`src/rtl/multi_debouncer_pkg.sv`:
```
// multi_debouncer_pkg: debounce FSM state type and synchroniser depth shared by the debouncer files
package multi_debouncer_pkg;
  typedef enum logic [1:0] {ZERO, WAIT1, ONE, WAIT0} db_state_t;
  localparam int SYNC_DEPTH = 2;
endpackage

```
`src/rtl/db_channel.sv`:
```
// db_channel: one button's synchroniser, debounce FSM and press/release/long-press ticks
// Macro LONG_PRESS_EN builds the long-press counter; without it long_tick is tied low.
module db_channel
  import multi_debouncer_pkg::*;
#(
  parameter int CNT_W = 20,
  parameter int LP_W  = 26
) (
  input  logic clk_50Mhz,
  input  logic rst_n,
  input  logic btn,
  output logic db_level,
  output logic press_tick,
  output logic release_tick,
  output logic long_tick
);
  logic [SYNC_DEPTH-1:0] sync;
  logic s;
  db_state_t state, state_nx;
  logic [CNT_W-1:0] cnt, cnt_nx;
  assign s = sync[SYNC_DEPTH-1];
  always_ff @(posedge clk_50Mhz) begin
    if (!rst_n) begin
      sync         <= '0;
      state        <= ZERO;
      cnt          <= '0;
      db_level     <= 1'b0;
      press_tick   <= 1'b0;
      release_tick <= 1'b0;
    end else begin
      sync         <= {sync[SYNC_DEPTH-2:0], btn};
      state        <= state_nx;
      cnt          <= cnt_nx;
      db_level     <= state_nx == ONE || state_nx == WAIT0;
      press_tick   <= state == WAIT1 && state_nx == ONE;
      release_tick <= state == WAIT0 && state_nx == ZERO;
    end
  end
  // Counter is reloaded on entering a wait state and parks at zero, so it never wraps
  always_comb begin
    state_nx = state;
    cnt_nx   = cnt;
    case (state)
      ZERO:  if (s) begin state_nx = WAIT1; cnt_nx = '1; end
      WAIT1: if (!s) state_nx = ZERO; else if (cnt == '0) state_nx = ONE; else cnt_nx = cnt - 1'b1;
      ONE:   if (!s) begin state_nx = WAIT0; cnt_nx = '1; end
      default: if (s) state_nx = ONE; else if (cnt == '0) state_nx = ZERO; else cnt_nx = cnt - 1'b1;
    endcase
  end
`ifdef LONG_PRESS_EN
  logic [LP_W-1:0] lp;
  always_ff @(posedge clk_50Mhz) begin
    if (!rst_n) begin
      lp        <= '0;
      long_tick <= 1'b0;
    end else begin
      lp        <= state == ZERO ? '0 : (state == ONE && lp != '1) ? lp + 1'b1 : lp;
      long_tick <= state == ONE && lp == {{(LP_W-1){1'b1}}, 1'b0};
    end
  end
`else
  assign long_tick = 1'b0;
`endif
endmodule

```
`src/rtl/multi_debouncer.sv`:
```
// multi_debouncer: CH independent debounced buttons plus an any-pressed summary level
// Macro LONG_PRESS_EN enables per-channel long-press ticks.
module multi_debouncer
  import multi_debouncer_pkg::*;
#(
  parameter int CH    = 4,
  parameter int CNT_W = 20,
  parameter int LP_W  = 26
) (
  input  logic          clk_50Mhz,
  input  logic          rst_n,
  input  logic [CH-1:0] btn,
  output logic [CH-1:0] db_level,
  output logic [CH-1:0] press_tick,
  output logic [CH-1:0] release_tick,
  output logic [CH-1:0] long_tick,
  output logic          any_level
);
  for (genvar c = 0; c < CH; c++) begin : g_ch
    db_channel #(.CNT_W(CNT_W), .LP_W(LP_W)) u_ch (
      .clk_50Mhz    (clk_50Mhz),
      .rst_n        (rst_n),
      .btn          (btn[c]),
      .db_level     (db_level[c]),
      .press_tick   (press_tick[c]),
      .release_tick (release_tick[c]),
      .long_tick    (long_tick[c])
    );
  end
  assign any_level = |db_level;
endmodule
```
`config.mk`:
```
export PLATFORM = sky130hd
export DESIGN_NAME = multi_debouncer
export DESIGN_NICKNAME = d
export VERILOG_FILES = /design/src/rtl/multi_debouncer_pkg.sv /design/src/rtl/db_channel.sv /design/src/rtl/multi_debouncer.sv
export SDC_FILE = /design/constraint.sdc
export NUM_CORES = 1
export LEC_CHECK = 0
export CORE_ASPECT_RATIO = 0.9
export CORE_MARGIN = 10
export CORE_UTILIZATION = 45
export DETAILED_ROUTE_END_ITERATION = 12
export SYNTH_ARGS = -nofsm -noshare
export SYNTH_HDL_FRONTEND = slang
export SYNTH_HIERARCHICAL = 1
export SYNTH_SLANG_ARGS = --single-unit
```
`constraint.sdc`:
```
create_clock -name clk_50Mhz -period 3.9 [get_ports clk_50Mhz]
set_input_delay 0.975 -clock clk_50Mhz [delete_from_list [all_inputs] [get_ports clk_50Mhz]]
set_output_delay 0.975 -clock clk_50Mhz [all_outputs]
set_load 0.02 [all_outputs]
```
Yosys cells after proc, flatten, opt, wreduce, memory -nomap -nowiden. Index checks and enable logic that the tools add are counted.

Register bits after elaboration: 108. Logic and storage cells: 145. Bits of input ports: 6.

Multiplexer cells: 52. Reduce and logical (&&, ||, !) cells: 29. $add $sub $neg: 4. Eq/ne operators: 36.

Operator list (count): two-way mux 20 bit (20); case mux 20 bit (3 select lines) (4); logical NOT 20 bit (4); subtractor 20 x 1 -> 20 bit (second input constant) (4); two-way mux 2 bit (24); equality test 2 bit (second input constant) (16); case mux 2 bit (3 select lines) (4); logical NOT 2 bit (8); inequality test 2 x 1 -> 1 bit (second input constant) (8); AND reduction 4 bit (4); inequality test 3 bit (second input constant) (4); equality test 2 x 1 -> 1 bit (second input constant) (4); logical AND 1 bit (8); inequality test 2 bit (second input constant) (4); logical OR 1 bit (4); OR reduction 4 bit (1).

Logic depth before layout (Yosys ltp). Gate-level depths: netlist (run 1).

Word-level depth: 6. Gate-level depth with buffers: 8. Gate-level depth less buffers: 6.

Modules after synthesis. Netlist (run 1), hierarchy kept.

By module, submodules not included: db_channel (g_ch[0].u_ch ...) (sequential area each 520.5 um^2, cells each 172, times used 3, area each 1547.7 um^2); db_channel (g_ch[3].u_ch) (sequential area each 540.5 um^2, cells each 169, times used 1, area each 1605.3 um^2); multi_debouncer (sequential area each 0.0 um^2, cells each 1, times used 1, area each 7.5 um^2).

Worst setup path before layout (run 1). No wires, ideal clock.

Kind: reg-to-output. Start point: register g_ch[1].u_ch.db_level. End point: output any_level. Path buffers: 0. Slack: 1860 ps. Data arrival time: 1065 ps. Cell stages (with the launch flop): 2. Cell sequence: dfxtp_1 -> or4_1.

Cells in the longest elaborated chain, start to end: 1.

RTL lines: start, declared (RTL line db_channel.sv:12) `output logic db_level,`; start signal, assigned (RTL line db_channel.sv:27) `db_level <= 1'b0;`; start signal, assigned (RTL line db_channel.sv:34) `db_level <= state_nx == ONE || state_nx == WAIT0;`; OR reduction 4 bit (RTL line multi_debouncer.sv:30) `assign any_level = |db_level;`; end, declared (RTL line multi_debouncer.sv:17) `output logic any_level`.

No other way between the ends.

Final worst setup path (run 1). Same ends and word-level chain as after synthesis.

==> results of run 1 <==
-- layer usage --
| layer | GRT usage, % | vias up | routed length (um) |
|---|---|---|---|
| met3 | 3.85 | 14 | 873 |
| met4 | 4.38 | 0 | 136 |
| met1 | 23.4 | 2757 | 7650 |
| met2 | 26.2 | 188 | 7620 |
| li1 | - | 2740 | - |
| met5 | 0 | - | 0 |
-- synth_stat cells (all sizes together), types with 8 or more instances --
cell / instances / area share (%)
o221a: 40 / 7.2
a21oi: 9 / 0.96
o211ai: 16 / 2.2
a211oi: 27 / 3.2
nand3b: 11 / 1.3
nand4: 24 / 3.3
or3: 9 / 0.92
a211o: 16 / 2.3
o21ai: 31 / 2.5
dfxtp: 105 / 34
o31a: 12 / 1.7
and2: 12 / 1.2
a221oi: 24 / 4.2
nand3: 17 / 1.4
nor4: 28 / 4.7
and4: 8 / 1.2
and4b: 8 / 1.3
buf: 28 / 3.1
nor2b: 8 / 0.80
a31oi: 8 / 0.80
a2111oi: 16 / 2.3
inv: 24 / 1.4
nor2: 59 / 3.5
clkbuf: 24 / 1.4
nor3: 23 / 2.2
nand2: 37 / 2.4
-- state kept, by name, indices dropped and copies added, names as in the netlist --
register                flops
g_ch.u_ch/cnt              80
g_ch.u_ch/sync              8
g_ch.u_ch/state             5
g_ch.u_ch/db_level          4
g_ch.u_ch/press_tick        4
g_ch.u_ch/release_tick      4
-- cell families (layout without fill, tap and decap cells) --
group | after synthesis | count (layout) | share of synthesized area, %
AOI/OAI and AO/OA | 224 | 224 | 31.1
xor gates and xnor gates | 8 | 8 | 1.12
adders and majority gates | 4 | 4 | 0.800
buffers and inverters | 77 | 68 | 6.10
DFF | 105 | 105 | 33.6
other | 4 | 4 | 0.240
and+or+nand+nor | 264 | 264 | 27.1
-- where the power goes --
group | total [W] | leakage [nW] | switching (W) | internal, W
clock network | 0.000874 | 0.133 | 0.000405 | 0.000469
registers | 0.00125 | 0.860 | 0.000106 | 0.00115
logic | 0.000631 | 1.16 | 0.000412 | 0.000219
total | 0.00276 | 2.15 | 0.000924 | 0.00183
-- metrics by stage --
| stage | instances | utilization (%) | power [W] | hold slack [ns] | worst slack (ns) |
|---|---|---|---|---|---|
| global route | 845 | 49.8 | 0.00291 | 0.460 | 0.976 |
| global placement | 829 | 47.7 | 0.00188 | 0.420 | 1.40 |
| CTS | 845 | 49.8 | 0.00278 | 0.435 | 1.00 |
| floorplan | 686 | - | 0.00177 | 0.412 | 1.86 |
| detailed placement | 829 | 47.7 | 0.00189 | 0.423 | 1.38 |
| finish | 845 | 49.8 | 0.00276 | 0.436 | 1.05 |
-- worst min-delay path by stage --
stage          cells past startpoint  slack (ns)                         endpoint
6_report                           1        0.44  g_ch[2].u_ch/sync[1]$_SDFF_PN0_
5_1_grt                            1        0.46  g_ch[0].u_ch/sync[1]$_SDFF_PN0_
4_1_cts                            1        0.44  g_ch[2].u_ch/sync[1]$_SDFF_PN0_
3_5_place_dp                       1        0.42  g_ch[3].u_ch/sync[1]$_SDFF_PN0_
3_3_place_gp                       1        0.42  g_ch[2].u_ch/sync[1]$_SDFF_PN0_
2_1_floorplan                      1        0.41  g_ch[0].u_ch/sync[1]$_SDFF_PN0_
-- placed cells by master (no fill, tap or decap), types with 8 or more instances in the layout --
cell type and count:
a2111oi_0 15, a211o_1 13, a211oi_1 27, a221oi_1 16, a221oi_2 8, a31oi_1 8
and2_1 12, and4b_1 8, buf_4 10, clkbuf_16 9, clkdlybuf4s50_1 17, dfxtp_1 105
inv_1 24, nand2_1 33, nand3_1 17, nand3b_1 11, nand4_1 16, nor2_1 59
nor2b_1 8, nor3_1 19, nor4_1 20, nor4_4 8, o211ai_1 12, o21ai_0 31
o221a_2 37, o31a_1 11, or3_1 8
-- layout make-up --
type / count / area, um2 / area share, %
clock buffer: 14 / 264 / 3.94
timing repair buffer: 28 / 250 / 3.73
clock inverter: 2 / 12.5 / 0.187
tap: 168 / 210 / 3.14
multi-input combinational: 504 / 3770 / 56.3
sequential: 105 / 2100 / 31.4
inverter: 24 / 90.1 / 1.34
==> results.toml, run 1 <==
[drt]
drt-initial-drc-count = 522
detail_route.vias_per_cell = 6.74
dr.pass1.iters = 6
drt.antenna.violating_nets = 0
wire_per_inst_um = 19.3
wl_um = 16300
num_vias = 5699
drcViolationCount = 0

[setup_path]
r2r_slack_ns = 1.54
startpoint_type = "flip-flop"
startpoint = "g_ch[1].u_ch/db_level$_SDFF_PN0_"
path_class = "reg -> out"
path_depth = 2
crit_chain = "or4_1, clkdlybuf4s50_1"
critPathBufInv = 1
cp-end-kind = "primary output"
critical_path_required_ns = 2.92
rr_startpoint = "g_ch[1].u_ch/cnt[0]$_SDFFE_PN0P_"
r2r_end = "g_ch[1].u_ch/cnt[15]$_SDFFE_PN0P_"
path_max_fanout = 7
critPathSlowestCell = "or4_1"
slowest_delay_ns = 0.57
cp-endpoint = "any_level"
crit_arrival_ns = 1.88
reg2reg_depth = 6
crit_family = "simple AND/OR/NAND/NOR gates"

[sta]
period_share_pct = 73.1
finalHoldViolCount = 0
tightest_slew_ns = 1.09
fin_skew_ns = 0.00819
rsz0062_at_grt = "no"
fin_crit_ns = 2.85
drv_slew = 0
fmax_mhz = 351
tns_ns = 0
relSlewSlack_pct = 27.2
setup_viol = 0

[cts]
root_buffer = "clkbuf_16"
ctsLongestPathBuffers = 2
clock_sinks = 105
cts_tree = "done"
clk_latency_ns = 0.36
htree_levels = 3
postCtsHoldBufs = 0
post_cts_buffers = 0
cts_inserted_buffers = 9
cts_resized = 0
clk_pin_slew_ns = 0.07

[run_status]
status = "finished clean"

[logic_synthesis]
synth_warnings = 6
synth-seq-cells = 105
synth_top_flop_cell = "dfxtp_1"
synth_edf_count = 0
synthArstFlopShare_pct = 0
syn_area_mm2 = 0.00626
syn_nets = 696
synth_cell_types = 59
synthCells = 686
synth.avg_cell_area_um2 = 9.12
seq_area_frac_synth_pct = 33.6

[die]
rows = 40
core_area_mm2 = 0.0135
io_pins = 23
initial_core_util_pct = 46.5
die_h_um = 132
dieArea_mm2 = 0.0190
die_w_um = 144

[pwr]
p_per_area_mw_per_mm2 = 412
irDropWorstVdd_v = 0.000220
leakagePower_nw = 2.15

[layout]
area_growth_pct = 7.12
nets = 682
stdcell_area_mm2 = 0.00670
layout-drive-gt1-share_pct = 16.5
fillCellCount = 1251
antenna_cells = 0

[global_routing]
overflow = 0
grt_max_degree = 34
grt_pass1_wl_um = 27500
grt_usage_pct = 17.1
antenna_found_initial = 0
grt_pass1_vias = 5448

[hold_path]
hold_path_class = "reg -> reg"
min_from = "g_ch[2].u_ch/sync[0]$_SDFF_PN0_"

[place]
postPlaceCellArea_mm2 = 0.00642
port_buffers = 18
gp_congestion = 0.871
dpl.hpwl_um = 10500

[run]
maxCapViolCount = 0
Power figures use the tool's default switching activity.
==> run 2, diff against run 1 <==
==> constraint.sdc (replaced) <==
create_clock -name clk_50Mhz -period 2.4 [get_ports clk_50Mhz]
set_input_delay 0.6 -clock clk_50Mhz [delete_from_list [all_inputs] [get_ports clk_50Mhz]]
set_output_delay 0.6 -clock clk_50Mhz [all_outputs]
set_load 0.02 [all_outputs]
==> run 2 against run 1 <==
Critical path depth unchanged. Non-clock buffer count rose by 30. Routed wire length is 2.3% higher. Final cell count up 3.4%. Sequential share of layout area is 1.3 points lower. Utilization is 2.2 points higher. Count of clock-buffer cells in the layout is 2 lower. Setup slack got worse by 0.89 ns. Critical path type unchanged. Total power is 73% higher. Sequential power grew 62%.
==> results.toml, run 2 (same netlist as run 1, synthesis figures left out) <==
[run_status]
status = "finished clean"

[global_routing]
grt_util_met3_pct = 4.03
grt_pass1_vias = 5531
busiest_layer = "met2"
antenna_found_initial = 0
grt_max_degree = 23
grt_usage_pct = 17.3
met2_usage_pct = 26.9
overflow = 0
met1_usage_pct = 23.3
grt_pass1_wl_um = 27800

[setup_path]
r2r_slack_ns = 0.27
critPathBufInv = 1
path_max_fanout = 7
path_class = "reg -> out"
rr_startpoint = "g_ch[3].u_ch/cnt[0]$_SDFFE_PN0P_"
crit_chain = "or4_1, dlygate4sd2_1"
critPathSlowestCell = "or4_1"
critical_path_required_ns = 1.80
crit_arrival_ns = 1.64
r2r_end = "g_ch[3].u_ch/cnt[3]$_SDFFE_PN0P_"
cp-end-kind = "primary output"
startpoint_type = "flip-flop"
crit_family = "simple AND/OR/NAND/NOR gates"
slowest_delay_ns = 0.57
reg2reg_depth = 6

[pwr]
combPwrFrac_pct = 23.9
seqPwrFrac_pct = 42.4
p_clk_share_pct = 33.7
power_switching_w = 0.00154
irDropWorstVdd_v = 0.000368
power.internal_w = 0.00324
leakagePower_nw = 2.34
p_per_area_mw_per_mm2 = 683
finalPower_w = 0.00478
swShare_pct = 32.2

[layout]
layout-drive-gt1-share_pct = 20.1
seqCellArea_mm2 = 0.00210
area_growth_pct = 11.9
nets = 712
regMostFlops = "g_ch.u_ch/cnt"
reg_top3 = "g_ch.u_ch/cnt: 80 flops, g_ch.u_ch/sync: 8 flops, g_ch.u_ch/state: 5 flops"
antenna_cells = 0
largest_reg_flops = 80
most-common-layout-cells = "dfxtp_1, nor2_1, o221a_2, buf_4, nand2_1"
multi_input_area_mm2 = 0.00377
stdcell_area_mm2 = 0.00700
fillCellCount = 1233
final_common_cell = "dfxtp_1"

[place]
postPlaceCellArea_mm2 = 0.00669
port_buffers = 18
place_ws_ns = 0.280
dpl.hpwl_um = 11200
gp_congestion = 0.849

[sta]
tightest_slew_ns = 0.785
timing.final.ws_setup_ns = 0.158
hold_slack_ns = 0.436
setup_viol = 0
tns_ns = 0
fin_skew_ns = 0.00883
drv_slew = 0
fin_crit_ns = 2.24
finalHoldViolCount = 0
period_share_pct = 93.4
fmax_mhz = 446
relSlewSlack_pct = 47.3
rsz0062_at_grt = "no"

[hold_path]
min_to = "g_ch[2].u_ch/sync[1]$_SDFF_PN0_"
hold_path_class = "reg -> reg"
hold_path_depth = 1
min_from = "g_ch[2].u_ch/sync[0]$_SDFF_PN0_"

[cts]
htree_levels = 3
cts_tree = "done"
clk_latency_ns = 0.36
postCtsHoldBufs = 0
clock_sinks = 105
root_buffer = "clkbuf_16"
cts_inserted_buffers = 9
ctsLongestPathBuffers = 2
clk_pin_slew_ns = 0.07

[die]
initial_core_util_pct = 46.5
rows = 40
die_w_um = 144
io_pins = 23
die_h_um = 132
core_area_mm2 = 0.0135
dieArea_mm2 = 0.0190

[drt]
drcViolationCount = 0
dr.pass1.iters = 5
drt-initial-drc-count = 667
detail_route.vias_per_cell = 6.68
drt.antenna.violating_nets = 0
wl_um = 16700
num_vias = 5837
wire_per_inst_um = 19.1

[run]
maxCapViolCount = 0
-- run 2: power by group through the flow --
stage	Clock, W	Combinational [W]	Sequential (W)
2_1_floorplan	0	0.000852	0.00203
3_3_place_gp	0	0.00109	0.00206
3_5_place_dp	0	0.00112	0.00206
4_1_cts	0.00164	0.00113	0.00202
5_1_grt	0.00171	0.00125	0.00205
6_report	0.00161	0.00114	0.00203
-- run 2: final cells by class --
type                            instances  share of cell area, %
Multi-Input combinational cell        504                   53.9
Tap cell                              168                   3.00
Clock buffer                           12                   3.52
Timing Repair Buffer                   58                   7.31
Inverter                               24                   1.29
Sequential cell                       105                   30.0
Clock inverter                          3                  0.930
-- run 2: layer usage --
layer  routed length (um)  vias up
met2                 7800      147
met1                 7800     2871
met3                  789       26
li1                     -     2793
met5                    0        -
met4                  272        0
-- run 2: worst max path at each step --
stage,startpoint,endpoint,depth (start not counted)
finish,g_ch[1].u_ch/db_level$_SDFF_PN0_,any_level,2
CTS,g_ch[0].u_ch/db_level$_SDFF_PN0_,any_level,2
floorplan,g_ch[3].u_ch/cnt[0]$_SDFFE_PN0P_,g_ch[3].u_ch/cnt[18]$_SDFFE_PN0P_,8
global route,g_ch[2].u_ch/cnt[0]$_SDFFE_PN0P_,g_ch[2].u_ch/cnt[4]$_SDFFE_PN0P_,6
global placement,g_ch[1].u_ch/db_level$_SDFF_PN0_,any_level,2
detailed placement,g_ch[1].u_ch/db_level$_SDFF_PN0_,any_level,2
-- run 2: timing repair --
item                       4_1_cts  5_1_grt
setup endpoints to repair        1        0
resized for setup                1        0
buffers inserted                 0        0
-- run 2: per-stage QoR --
stage	std cells	util (%)
CTS	874	52.0
floorplan	686	-
detailed placement	859	49.7
finish	874	52.0
global placement	859	49.7
global route	874	52.0
-- run 2: worst reg2reg max path, stage by stage, from the launching register on --
cell and delay (ns):
dfxtp_1 0.33, inv_1 0.10, ha_1 0.22, nor4b_2 0.24
and2_1 0.64, a221oi_1 0.21, o221a_2 0.29
